`config.mk`:
```
export PLATFORM = sky130hd
export DESIGN_NAME = fpu_adder_arbiter
export DESIGN_NICKNAME = d
export VERILOG_FILES = /design/src/rtl/fpu_adder_arbiter.sv
export SDC_FILE = /design/constraint.sdc
export NUM_CORES = 1
export LEC_CHECK = 0
export ABC_CLOCK_PERIOD_IN_PS = 3160
export CAP_MARGIN = 20
export CORE_AREA = 5 5 158 160
export DETAILED_ROUTE_END_ITERATION = 10
export DIE_AREA = 0 0 163 165
export MAX_ROUTING_LAYER = met4
export PLACE_DENSITY_LB_ADDON = 0.1
export SETUP_SLACK_MARGIN = 0.1
export SYNTH_ARGS = -nofsm -noshare
export SYNTH_HDL_FRONTEND = slang
export SYNTH_SLANG_ARGS = --single-unit
```
`constraint.sdc`:
```
create_clock -name clk -period 3.16 [get_ports clk]
set_clock_uncertainty 0.2 [all_clocks]
set_input_delay 0.474 -clock clk [delete_from_list [all_inputs] [get_ports clk]]
set_output_delay 0.474 -clock clk [all_outputs]
set_load 0.02 [all_outputs]
```
`src/rtl/fpu_adder_arbiter.sv`:
```
// fpu_adder_arbiter: round-robin sharing of one strobe/ack FP adder among NUM_REQ requesters
module fpu_adder_arbiter #(
  parameter int NUM_REQ = 4,
  parameter int GRANT_W = $clog2(NUM_REQ)
) (
  input  logic                   clk,
  input  logic                   rst,
  input  logic [32*NUM_REQ-1:0]  req_a,
  input  logic [32*NUM_REQ-1:0]  req_b,
  input  logic [NUM_REQ-1:0]     req_stb,
  output logic [NUM_REQ-1:0]     req_ack,
  output logic [31:0]            resp_z,
  output logic [NUM_REQ-1:0]     resp_stb,
  input  logic [NUM_REQ-1:0]     resp_ack,
  output logic [31:0]            add_a,
  output logic [31:0]            add_b,
  output logic                   add_a_stb,
  input  logic                   add_a_ack,
  output logic                   add_b_stb,
  input  logic                   add_b_ack,
  input  logic [31:0]            add_z,
  input  logic                   add_z_stb,
  output logic                   add_z_ack,
  output logic                   busy,
  output logic [GRANT_W-1:0]     grant
);
  typedef enum logic [1:0] {IDLE, ISSUE, WAIT_Z, RESP} state_t;
  state_t state, state_nx;
  logic a_done, b_done, resp_done, found;
  logic [GRANT_W-1:0] pick;
  assign busy = state != IDLE;
  assign add_a_stb = state == ISSUE && !a_done;
  assign add_b_stb = state == ISSUE && !b_done;
  assign resp_stb = (state == RESP && !resp_done) ? NUM_REQ'(1) << grant : '0;
  // round-robin search starting just after the last grant
  always_comb begin
    pick = grant;
    found = 1'b0;
    for (int i = 1; i <= NUM_REQ; i++) begin
      if (!found && req_stb[(int'(grant) + i) % NUM_REQ]) begin
        pick = GRANT_W'((int'(grant) + i) % NUM_REQ);
        found = 1'b1;
      end
    end
  end
  // next state: an ack seen this cycle counts the same as a registered done flag
  always_comb begin
    state_nx = state;
    case (state)
      IDLE:    state_nx = found ? ISSUE : IDLE;
      ISSUE:   state_nx = ((a_done || add_a_ack) && (b_done || add_b_ack)) ? WAIT_Z : ISSUE;
      WAIT_Z:  state_nx = add_z_stb ? RESP : WAIT_Z;
      RESP:    state_nx = ((resp_done || resp_ack[grant]) && (!add_z_ack || !add_z_stb)) ? IDLE : RESP;
      default: state_nx = IDLE;
    endcase
  end
  // datapath and handshake registers
  always_ff @(posedge clk) begin
    if (!rst) begin
      state <= IDLE;
      grant <= GRANT_W'(NUM_REQ - 1);
      add_a <= '0;
      add_b <= '0;
      resp_z <= '0;
      req_ack <= '0;
      add_z_ack <= 1'b0;
      a_done <= 1'b0;
      b_done <= 1'b0;
      resp_done <= 1'b0;
    end else begin
      state <= state_nx;
      req_ack <= '0;
      if (state == IDLE && found) begin
        grant <= pick;
        add_a <= req_a[32*pick +: 32];
        add_b <= req_b[32*pick +: 32];
        req_ack <= NUM_REQ'(1) << pick;
        a_done <= 1'b0;
        b_done <= 1'b0;
        resp_done <= 1'b0;
      end
      if (state == ISSUE) begin
        a_done <= a_done || add_a_ack;
        b_done <= b_done || add_b_ack;
      end
      if (state == WAIT_Z && add_z_stb) begin
        resp_z <= add_z;
        add_z_ack <= 1'b1;
      end
      if (state == RESP) begin
        if (!add_z_stb) add_z_ack <= 1'b0;
        if (resp_ack[grant]) resp_done <= 1'b1;
      end
    end
  end
endmodule

```
# After elaboration in Yosys (flattened, before gate mapping)
# Cells that the tools add are included.
# totals
reg_bits	108
inputBits	301
output_inout_bits	110
wordCells	97
# classes
add_sub_neg	4
magnitude_cmp	5
eq_ne	3
shifts	4
mux	37
bitwise	4
n_reduce_logical	30
# op_table
operator	n
variable part select 128 x 8 -> 32 bit	2
2-to-1 mux 1 bit	24
less-than comparator 3 x 4 -> 1 bit (second input constant)	4
2-to-1 mux 2 bit	6
binary-select mux 1 bit (select 2 bit)	5
logical AND 1 bit	10
logical NOT 1 bit	8
one-hot mux 2 bit (4 select lines)	1
OR reduction 2 bit	4
left shift 1 x 2 -> 4 bit (first input constant)	2
adder 2 x 1 -> 2 bit (second input constant)	2
adder 2 bit (second input constant)	2
bitwise AND 1 bit (first input constant)	4
== test 2 bit (second input constant)	2
logical OR 1 bit	4
2-to-1 mux 4 bit	1
nonzero test 2 bit	2
less-than comparator 2 x 3 -> 1 bit (second input constant)	1
== test 2 x 1 -> 1 bit (second input constant)	1
logical NOT 2 bit	1
AND reduction 2 bit	1

# Longest topological paths before layout
# Gate-level depths: netlist of run 1.
# depth
word_depth	20
ltp_mapped	11
depth_no_buf	8

# Least setup slack after synthesis of run 1
# OpenSTA, ideal clock, no wires.
# synth_path
path_kind	register to register
from	register grant[0]
to	register add_a[27]
setup_ns	0.129
t_arrival_ns	2.722
required_time_ns	2.831
setup_slack_ns	0.109
path_stages_with_launch	12
n_path_buf	3
period_less_slack_ns	3.051
path_cell_list	dfxtp_1 > buf_2 > inv_2 > ha_1 > mux4_2 > nor2b_4 > nor2_4 > xnor2_2 > buf_4 > buf_2 > mux2i_1 > o221ai_2
# synth_between
elab_chain_len	15
# synth_rtl
element	line_no	rtl
start: declaration	25	output logic [GRANT_W-1:0] grant
start signal: assignment	61	grant <= GRANT_W'(NUM_REQ - 1);
start signal: assignment	74	grant <= pick;
adder 2 x 1 -> 2 bit	40, 41	
binary-select mux 1 bit (select 2 bit)	40	if (!found && req_stb[(int'(grant) + i) % NUM_REQ]) begin
2-to-1 mux 1 bit (not written as such) (2 in a row)	40	
2-to-1 mux 1 bit	40	
logical NOT 1 bit	40	
logical AND 1 bit	40	
2-to-1 mux 1 bit	40	
logical NOT 1 bit	40	
logical AND 1 bit	40	
2-to-1 mux 1 bit	40	
logical NOT 1 bit	40	
logical AND 1 bit	40	
2-to-1 mux 2 bit / 2-to-1 mux 1 bit (equally long branches)	40	
variable part select 128 x 8 -> 32 bit / logical AND 1 bit (equally long branches)	75, 73	
end signal: assignment	75	add_a <= req_a[32*pick +: 32];
end: declaration	15	output logic [31:0] add_a,
# Parallel ways exist; a longest one is shown, timed or not. The select of a mux whose other input is x is not followed.
# A chain may end at the register's enable or synchronous reset.

# Worst setup path after layout of run 1
# layout_path
from	input req_stb[1]
to	register add_b[22]
# layout_between
elab_chain_len	14
# layout_rtl
element	line_no	rtl
start: declaration	10	input logic [NUM_REQ-1:0] req_stb,
binary-select mux 1 bit (select 2 bit)	40	
2-to-1 mux 1 bit (not written as such) (2 in a row)	40	
2-to-1 mux 1 bit	40	
logical NOT 1 bit	40	
logical AND 1 bit	40	
2-to-1 mux 1 bit	40	
logical NOT 1 bit	40	
logical AND 1 bit	40	
2-to-1 mux 1 bit	40	
logical NOT 1 bit	40	
logical AND 1 bit	40	
2-to-1 mux 2 bit / 2-to-1 mux 1 bit (equally long branches)	40	
variable part select 128 x 8 -> 32 bit / logical AND 1 bit (equally long branches)	76, 73	
end signal: assignment	76	add_b <= req_b[32*pick +: 32];
end: declaration	16	output logic [31:0] add_b,
# Parallel ways exist; a longest one is shown, timed or not. The select of a mux whose other input is x is not followed.

==> metrics.log, run 1 <==
INFO  metric final-setup-viol-count = 0
INFO  metric synth_area_leaders = sky130_fd_sc_hd__dfxtp_1 38%, sky130_fd_sc_hd__mux2i_1 23%, sky130_fd_sc_hd__nand2_1 9.1%
INFO  metric post-route-drc-count = 0
INFO  metric worst_hold_path.num_cells = 2
INFO  metric grt_setup_unrepaired = no
INFO  metric element_type_at_the_critical_path_start = primary input
INFO  metric wl_per_cell = roughly 19 µm
INFO  metric grt_antenna_before_repair = 3
INFO  metric yosys_register_bits = between 100 and 150
INFO  metric dieHeight = roughly 170 µm
INFO  metric reg2reg_to = add_b[22]
INFO  metric finalWirelength = ~26 mm
INFO  metric post_synth_instance_area = approximately 5600 µm²
INFO  metric grt_start_max_net_pins = 65
INFO  metric io_pins = about 410
INFO  metric path_max_fanout = 17
INFO  metric cts_buffer_depth = 2
INFO  metric r2r_cells = 8
INFO  metric viasPerCell = ~4.5
INFO  metric clkTransAtPathRegs = around 0.08 ns
INFO  metric power.leakage = ~0.0042 µW
INFO  metric dieArea = ~27000 µm²
INFO  metric post-cts-setup-buffers = 0
INFO  metric antenna_left = 0
INFO  metric synth_nets = around 900
INFO  metric maxClockFrequency = between 300 and 400 MHz
INFO  metric dp.final_hpwl = just over 20 mm
INFO  metric required = 3.18 ns
INFO  metric cts-root-buf = sky130_fd_sc_hd__clkbuf_16
INFO  metric share_clk_of_total_power = about an eighth
INFO  metric net_switching_power_figure = between 3000 and 4000 µW
INFO  metric synthesis.area_per_instance = 9.44 µm²
INFO  metric arrival_time_of_the_worst_setup_path = ~2.8 ns
INFO  metric maxSlewViolCount = 0
INFO  metric via_count = slightly below 6000
INFO  metric synthesis_to_layout_area_growth = 87.5%
INFO  metric p_per_area = roughly 910 nW/µm²
INFO  metric floorplan.initialDensity = between 20% and 30%
INFO  metric combPwrFrac = 67.5%
INFO  metric first_pass_iters = 4
INFO  metric area_of_combinational_cells_with_multiple_inputs = ~3200 µm²
INFO  metric cts_made_buffers = 9
INFO  metric cts_tree = done
INFO  metric final_period_minus_worst_setup_slack = roughly 2.7 ns
INFO  metric sequential_cell_area = between 2000 and 2500 µm²
INFO  metric insertion_delay_of_the_later_clocked_pin_in_the_worst_skew_pair = roughly 0.35 ns
INFO  metric first_global_vias = 6079
INFO  metric pwr-share-seq = about 20%
INFO  metric grt_use_total = between 10% and 20%
INFO  metric synth-seq-area-share = 38.4%
INFO  metric outcome = complete, no violations
INFO  metric num_rows = 56
INFO  metric grt_pass1_wl = about 37 mm
INFO  metric holdPathEnd = resp_z[16]
INFO  metric port-buffer-count = 410
INFO  metric final_hold_viol_count = 0
INFO  metric rr_startpoint = grant[0]
INFO  metric worstMarginPinSlew = roughly 0.64 ns
INFO  metric reg2reg_slack = 0.43 ns
INFO  metric filler_cell_count = 2320
INFO  metric gpl.final_weighted_congestion = 0.841
INFO  metric crit_start = req_stb[1]
INFO  metric min-delay-path-class = register to register
INFO  metric netSwitchingFraction = 41.1%
INFO  metric cts_htree_levels = 3
INFO  metric cts_hold_buffers = 0
INFO  metric yosys_warnings = 0
INFO  metric finish.net_count = 1300
INFO  metric synth_cells = a little under 600
INFO  metric worstSetupPathType = primary input to register
INFO  metric final_layout_size_suffix_gt1_share = under 10%
INFO  metric timing.slew.headroom = roughly 57%
INFO  metric setup-tns-final = 0 ns
INFO  metric detailedRoute.firstIterationViolations = about 300
INFO  metric distinct_cell_type_count_of_the_synthesized_netlist = 38
INFO  metric cts.sink_count = roughly 110
INFO  metric cp-end-kind = register
INFO  metric number_of_resized_instances_in_the_post_cts_repair_step = 0
INFO  metric post_layout_utilization_of_the_core = 45.3%
INFO  metric fin_crit_sh = approximately 87%
INFO  metric grt-ovfl-total = 0
INFO  metric power.internal = roughly 5600 µW
INFO  metric netlist.area_leader.share = 38.4%
INFO  metric synth.largest_area_cell = sky130_fd_sc_hd__dfxtp_1
INFO  metric vdd_ir_drop_max = around 420 µV
INFO  metric floorplan_core_area = 23300 µm²
INFO  metric worst_hold_path_startpoint = resp_z[16]
INFO  metric die_x = roughly 160 µm
INFO  metric maxCapViolCount = 0
==> cells in the mapped netlist (all sizes together) <==
master	number
xnor2	2
and3	1
o221ai	64
or3	2
nand2	136
nor2	22
buf	29
a21o	1
ha	4
nand3	1
o21ai	3
o32ai	1
inv	5
nor4	1
and2	6
o21bai	1
mux4	4
nor2b	3
o22ai	2
mux2i	128
o211ai	2
nor4b	1
a32oi	1
clkbuf	21
nand2b	1
a22oi	2
dfxtp	108
a21oi	38
a211oi	2
o32a	1
or2	3
==> how the worst max path moves through the flow <==
| stage | cells past startpoint | to | slack, ns |
|---|---|---|---|
| finish | 8 | add_b[22] | 0.42 |
| global route | 9 | add_b[8] | 0.29 |
| CTS | 8 | add_b[22] | 0.38 |
| detailed placement | 8 | add_b[22] | 0.02 |
| global placement | 8 | add_b[22] | 0.05 |
| floorplan | 11 | add_a[27] | 0.11 |
==> layout make-up <==
class                   instances  area share, %
diodes                          3         0.0712
clock buffers                   9           2.14
clock inverters                 7          0.771
inverters                       5          0.178
multi-input cells             433           30.4
flip-flops and latches        108           20.5
well taps                     319           3.78
repair buffers                438           42.2
==> registers in the layout, summed over array words and instances (netlist names) <==
| signal | cells |
|---|---|
| a_done | 1 |
| add_a | 32 |
| add_b | 32 |
| add_z_ack | 1 |
| b_done | 1 |
| grant | 2 |
| req_ack | 4 |
| resp_done | 1 |
| resp_z | 32 |
| state | 2 |
==> critical path, stage by stage <==
cell and delay (ns):
sky130_fd_sc_hd__clkdlybuf4s50_1 0.46, sky130_fd_sc_hd__mux4_2 0.52, sky130_fd_sc_hd__nor2b_4 0.16, sky130_fd_sc_hd__nor2_4 0.07, sky130_fd_sc_hd__xnor2_4 0.26, sky130_fd_sc_hd__buf_4 0.35
sky130_fd_sc_hd__mux2i_1 0.31, sky130_fd_sc_hd__o221ai_1 0.15
==> stage by stage <==
stage	cells	setup slack [ns]	area (µm²)	power (µW)	hold slack, ns
6_report	1322	0.423	10500	9560	0.255
5_1_grt	1322	0.292	10500	10200	0.271
4_1_cts	1319	0.384	10500	9750	0.258
3_5_place_dp	1303	0.0244	10200	8500	0.246
3_3_place_gp	1303	0.0514	10200	8480	0.240
2_1_floorplan	596	0.109	5620	6090	0.277
==> placed cells by master (no fill, tap or decap), types with 2 or more instances in the layout <==
cell type	count
sky130_fd_sc_hd__nor2b_1	2
sky130_fd_sc_hd__o21ai_0	3
sky130_fd_sc_hd__mux4_2	4
sky130_fd_sc_hd__clkdlybuf4s50_1	410
sky130_fd_sc_hd__buf_12	11
sky130_fd_sc_hd__o22ai_1	2
sky130_fd_sc_hd__o211ai_1	2
sky130_fd_sc_hd__clkbuf_16	9
sky130_fd_sc_hd__o221ai_1	43
sky130_fd_sc_hd__a211oi_1	2
sky130_fd_sc_hd__a22oi_1	2
sky130_fd_sc_hd__dfxtp_1	108
sky130_fd_sc_hd__mux2i_1	128
sky130_fd_sc_hd__buf_4	17
sky130_fd_sc_hd__and2_1	5
sky130_fd_sc_hd__nand2_1	135
sky130_fd_sc_hd__ha_1	4
sky130_fd_sc_hd__nor2_1	20
sky130_fd_sc_hd__diode_2	3
sky130_fd_sc_hd__inv_6	3
sky130_fd_sc_hd__inv_1	4
sky130_fd_sc_hd__or2_2	3
sky130_fd_sc_hd__a21oi_1	38
sky130_fd_sc_hd__or3_1	2
sky130_fd_sc_hd__o221ai_2	21
==> layer usage <==
layer	wire, µm	share of wire, %	GRT usage [%]
met4	522	2.0	5.38
met3	2210	8.6	6.54
met1	10400	40	20.7
met5	0	0	-
met2	12600	49	31.0
==> logic make-up after synthesis <==
family	count (synthesis)	share of synthesized area, %
AO/OA/AOI/OAI	118	17.7
flip-flops	108	38.4
AND/OR/NAND/NOR	177	13.1
multiplexers	132	24.4
XOR/XNOR	2	0.445
adder cells (fa/ha/maj)	4	0.890
buffers and inverters	55	5.03
==> power by group through the flow <==
stage | registers [µW] | logic, µW | clock network, µW
6_report | 1910 | 6450 | 1200
5_1_grt | 1950 | 6900 | 1330
4_1_cts | 1910 | 6570 | 1260
3_5_place_dp | 1940 | 6560 | 0
3_3_place_gp | 1940 | 6540 | 0
2_1_floorplan | 2300 | 3790 | 0
No activity file was read; power rests on OpenSTA's default activity.
==> run 2, diff against run 1 <==
- CORE_AREA: 5 5 158 160 -> 5 5 157 159
- DIE_AREA: 0 0 163 165 -> 0 0 162 164
- DONT_BUFFER_PORTS: not set -> 1
==> run 2 against run 1 <==
Effect of this change:
- register-to-register slack got worse by 0.13 ns
- fmax fell by 4.2%
- non-clock buffer count fell by 415
- cell area fell by 40%
- critical endpoint is now add_a[25]
- core utilization fell by 18 points
- clock power fell by 8%
==> metrics.log, run 2 (synthesis gave the netlist of run 1 again) <==
INFO  metric worst_path_max_delay_cell = sky130_fd_sc_hd__dfxtp_2
INFO  metric dp.final_hpwl = 15.6 mm (-24%)
INFO  metric layout_common_cells = 135 x sky130_fd_sc_hd__nand2_1, 128 x sky130_fd_sc_hd__mux2i_1, 107 x sky130_fd_sc_hd__dfxtp_1, 43 x sky130_fd_sc_hd__o221ai_1, 38 x sky130_fd_sc_hd__a21oi_1
INFO  metric floorplan.initialDensity = 24.3% (+0.15 points)
INFO  metric p_per_area = 1340 nW/µm² (+48%)
INFO  metric worstMarginPinSlew = 0.619 ns (-0.0194 ns)
INFO  metric finish.net_count = 885 (-32%)
INFO  metric reg2reg_to = add_a[25]
INFO  metric first_pass_iters = 6 (+2)
INFO  metric post-route-drc-count = 0 (unchanged)
INFO  metric fin_crit_sh = 90.4% (+3.8 points)
INFO  metric cts_htree_levels = 3 (unchanged)
INFO  metric critical_path_depth = 10 (+2)
INFO  metric path_max_fanout = 26 (+9)
INFO  metric gpl.final_weighted_congestion = 0.789 (-6.2%)
INFO  metric vdd_ir_drop_max = 595 µV (+41%)
INFO  metric top_regs = add_a: 32 flops, add_b: 32 flops, resp_z: 32 flops
INFO  metric setup-tns-final = 0 ns (unchanged)
INFO  metric insertion_delay_of_the_later_clocked_pin_in_the_worst_skew_pair = 0.35 ns (about the same)
INFO  metric dieHeight = 164 µm (-0.61%)
INFO  metric detailedRoute.firstIterationViolations = 227 (-26%)
INFO  metric final_common_cell = sky130_fd_sc_hd__nand2_1
INFO  metric timing.slew.headroom = 58.7% (+1.3 points)
INFO  metric viasPerCell = 5.28 (+17%)
INFO  metric worstPathBufferInverterCount = 3 (+1)
INFO  metric final_period_minus_worst_setup_slack = 2.86 ns (+0.120 ns)
INFO  metric dieArea = 26600 µm² (-1.2%)
INFO  metric worst_hold_path.num_cells = 2 (unchanged)
INFO  metric min-delay-path-class = primary input to register
INFO  metric grt_pass1_wl = 28.9 mm (-21%)
INFO  metric synthesis_to_layout_area_growth = 12.0%
INFO  metric reg2reg_slack = 0.30 ns (-0.13 ns)
INFO  metric arrival_time_of_the_worst_setup_path = 2.88 ns (+0.12 ns)
INFO  metric final_layout_size_suffix_gt1_share = 12.7% (+4.7 points)
INFO  metric filler_cell_count = 2458 (+5.9%)
INFO  metric maxCapViolCount = 0 (unchanged)
INFO  metric power.leakage = 0.00255 µW (-39%)
INFO  metric cp-end-kind = register
INFO  metric final_instance_area = 6300 µm² (-40%)
INFO  metric finalWirelength = 21.1 mm (-18%)
INFO  metric rr_startpoint = grant[0]
INFO  metric first_global_vias = 4852 (-20%)
INFO  metric num_rows = 56 (unchanged)
INFO  metric final-setup-viol-count = 0 (unchanged)
INFO  metric maxClockFrequency = 350 MHz (-4.2%)
INFO  metric cts.sink_count = 108 (unchanged)
INFO  metric die_x = 162 µm (-0.61%)
INFO  metric port-buffer-count = 0 (-100%)
INFO  metric element_type_at_the_critical_path_start = register
INFO  metric required = 3.18 ns (about the same)
INFO  metric wl_per_cell = 24.2 µm (+24%)
INFO  metric grt_use_total = 14.6% (-3.8 points)
INFO  metric worstSetupPathType = register to register
INFO  metric grt_start_max_net_pins = 64 (-1.5%)
INFO  metric cts_made_buffers = 9 (unchanged)
INFO  metric cts_buffer_depth = 2 (unchanged)
INFO  metric r2r_cells = 10 (+2)
INFO  metric grt_antenna_before_repair = 1 (-2)
INFO  metric grt_setup_unrepaired = no
INFO  metric final_hold_viol_count = 0 (unchanged)
INFO  metric maxSlewViolCount = 0 (unchanged)
INFO  metric via_count = 4621 (-23%)
INFO  metric crit_family = multiplexers
INFO  metric antenna_left = 0 (unchanged)
INFO  metric outcome = complete, no violations
INFO  metric floorplan_core_area = 23100 µm² (-0.60%)
INFO  metric clkTransAtPathRegs = 0.08 ns (about the same)
INFO  metric cts_tree = done
INFO  metric io_pins = 411 (unchanged)
INFO  metric holdPathEnd = resp_z[30]
INFO  metric worst_hold_path_startpoint = add_z[30]
INFO  metric worst_path_largest_cell_delay = 0.41 ns (-0.11 ns)
INFO  metric detailed_place.area = 5910 µm² (-42%)
INFO  metric cts-root-buf = sky130_fd_sc_hd__clkbuf_16
INFO  metric cp_cell_sequence = inv_2, ha_1, mux4_2, nor2b_4, nor2_4, xnor2_4, buf_12, buf_8, mux2i_1, o221ai_2
INFO  metric grt-ovfl-total = 0 (unchanged)
run 2: timing repair:
action,CTS,global route
hold buffers,1,0
setup endpoints to repair,0,59
resized for setup,0,7
hold endpoints to repair,2,0
setup buffers,0,3
run 2: layout make-up:
cell class	count	area (µm²)	area share [%]
antenna	1	2.50	0.0397
clock buffer	9	225	3.58
clock inverter	6	50.0	0.795
inverter	5	18.8	0.298
multi-input combinational	433	3200	50.8
sequential	108	2160	34.3
tap	290	363	5.76
timing repair buffer	23	274	4.35
run 2: how the worst max path moves through the flow:
stage | startpoint | endpoint | slack, ns
global route | grant[0] | add_b[23] | 0.12
finish | grant[0] | add_a[25] | 0.30
CTS | grant[0] | add_a[13] | 0.16
detailed placement | grant[0] | add_a[25] | 0.18
global placement | grant[0] | add_a[25] | 0.26
floorplan | grant[0] | add_a[27] | 0.11
run 2: report_power, final:
part	leakage [µW]	switching, µW	total [µW]	internal (µW)
logic	0.00153	2670	4990	2330
clock network	0.000134	553	1100	542
registers	0.000885	642	2360	1720
total	0.00255	3860	8450	4590
run 2: worst register-to-register path, cell delays in order (launching register included):
cell and delay, ns:
sky130_fd_sc_hd__dfxtp_2 0.41, sky130_fd_sc_hd__inv_2 0.05, sky130_fd_sc_hd__ha_1 0.35, sky130_fd_sc_hd__mux4_2 0.32, sky130_fd_sc_hd__nor2b_4 0.15, sky130_fd_sc_hd__nor2_4 0.20, sky130_fd_sc_hd__xnor2_4 0.15, sky130_fd_sc_hd__buf_12 0.16
sky130_fd_sc_hd__buf_8 0.28, sky130_fd_sc_hd__mux2i_1 0.34, sky130_fd_sc_hd__o221ai_2 0.12
run 2: metal layers:
layer,track usage (%),vias up,wire (µm)
li1,-,2135,-
met1,15.7,2200,7780
met2,25.0,261,10900
met3,5.65,25,2120
met4,4.23,0,340
met5,-,-,0
run 2: per-stage QoR:
stage | setup WS (ns) | utilization [%] | hold slack, ns | std cells | power, µW
final | 0.302 | 27.2 | 0.0452 | 875 | 8450
after global routing | 0.119 | 27.2 | 0.0294 | 875 | 9010
after CTS | 0.159 | 26.8 | 0.0210 | 867 | 8120
after detailed placement | 0.182 | 25.6 | 0.300 | 851 | 7010
after global placement | 0.261 | 25.6 | 0.297 | 851 | 6870
after floorplan | 0.109 | - | 0.277 | 596 | 6090
==> run 3, diff against run 2 <==
- SLEW_MARGIN: not set -> 20
==> results of run 3 <==
Final layout, timing and power as in run 2 (identical DEF).
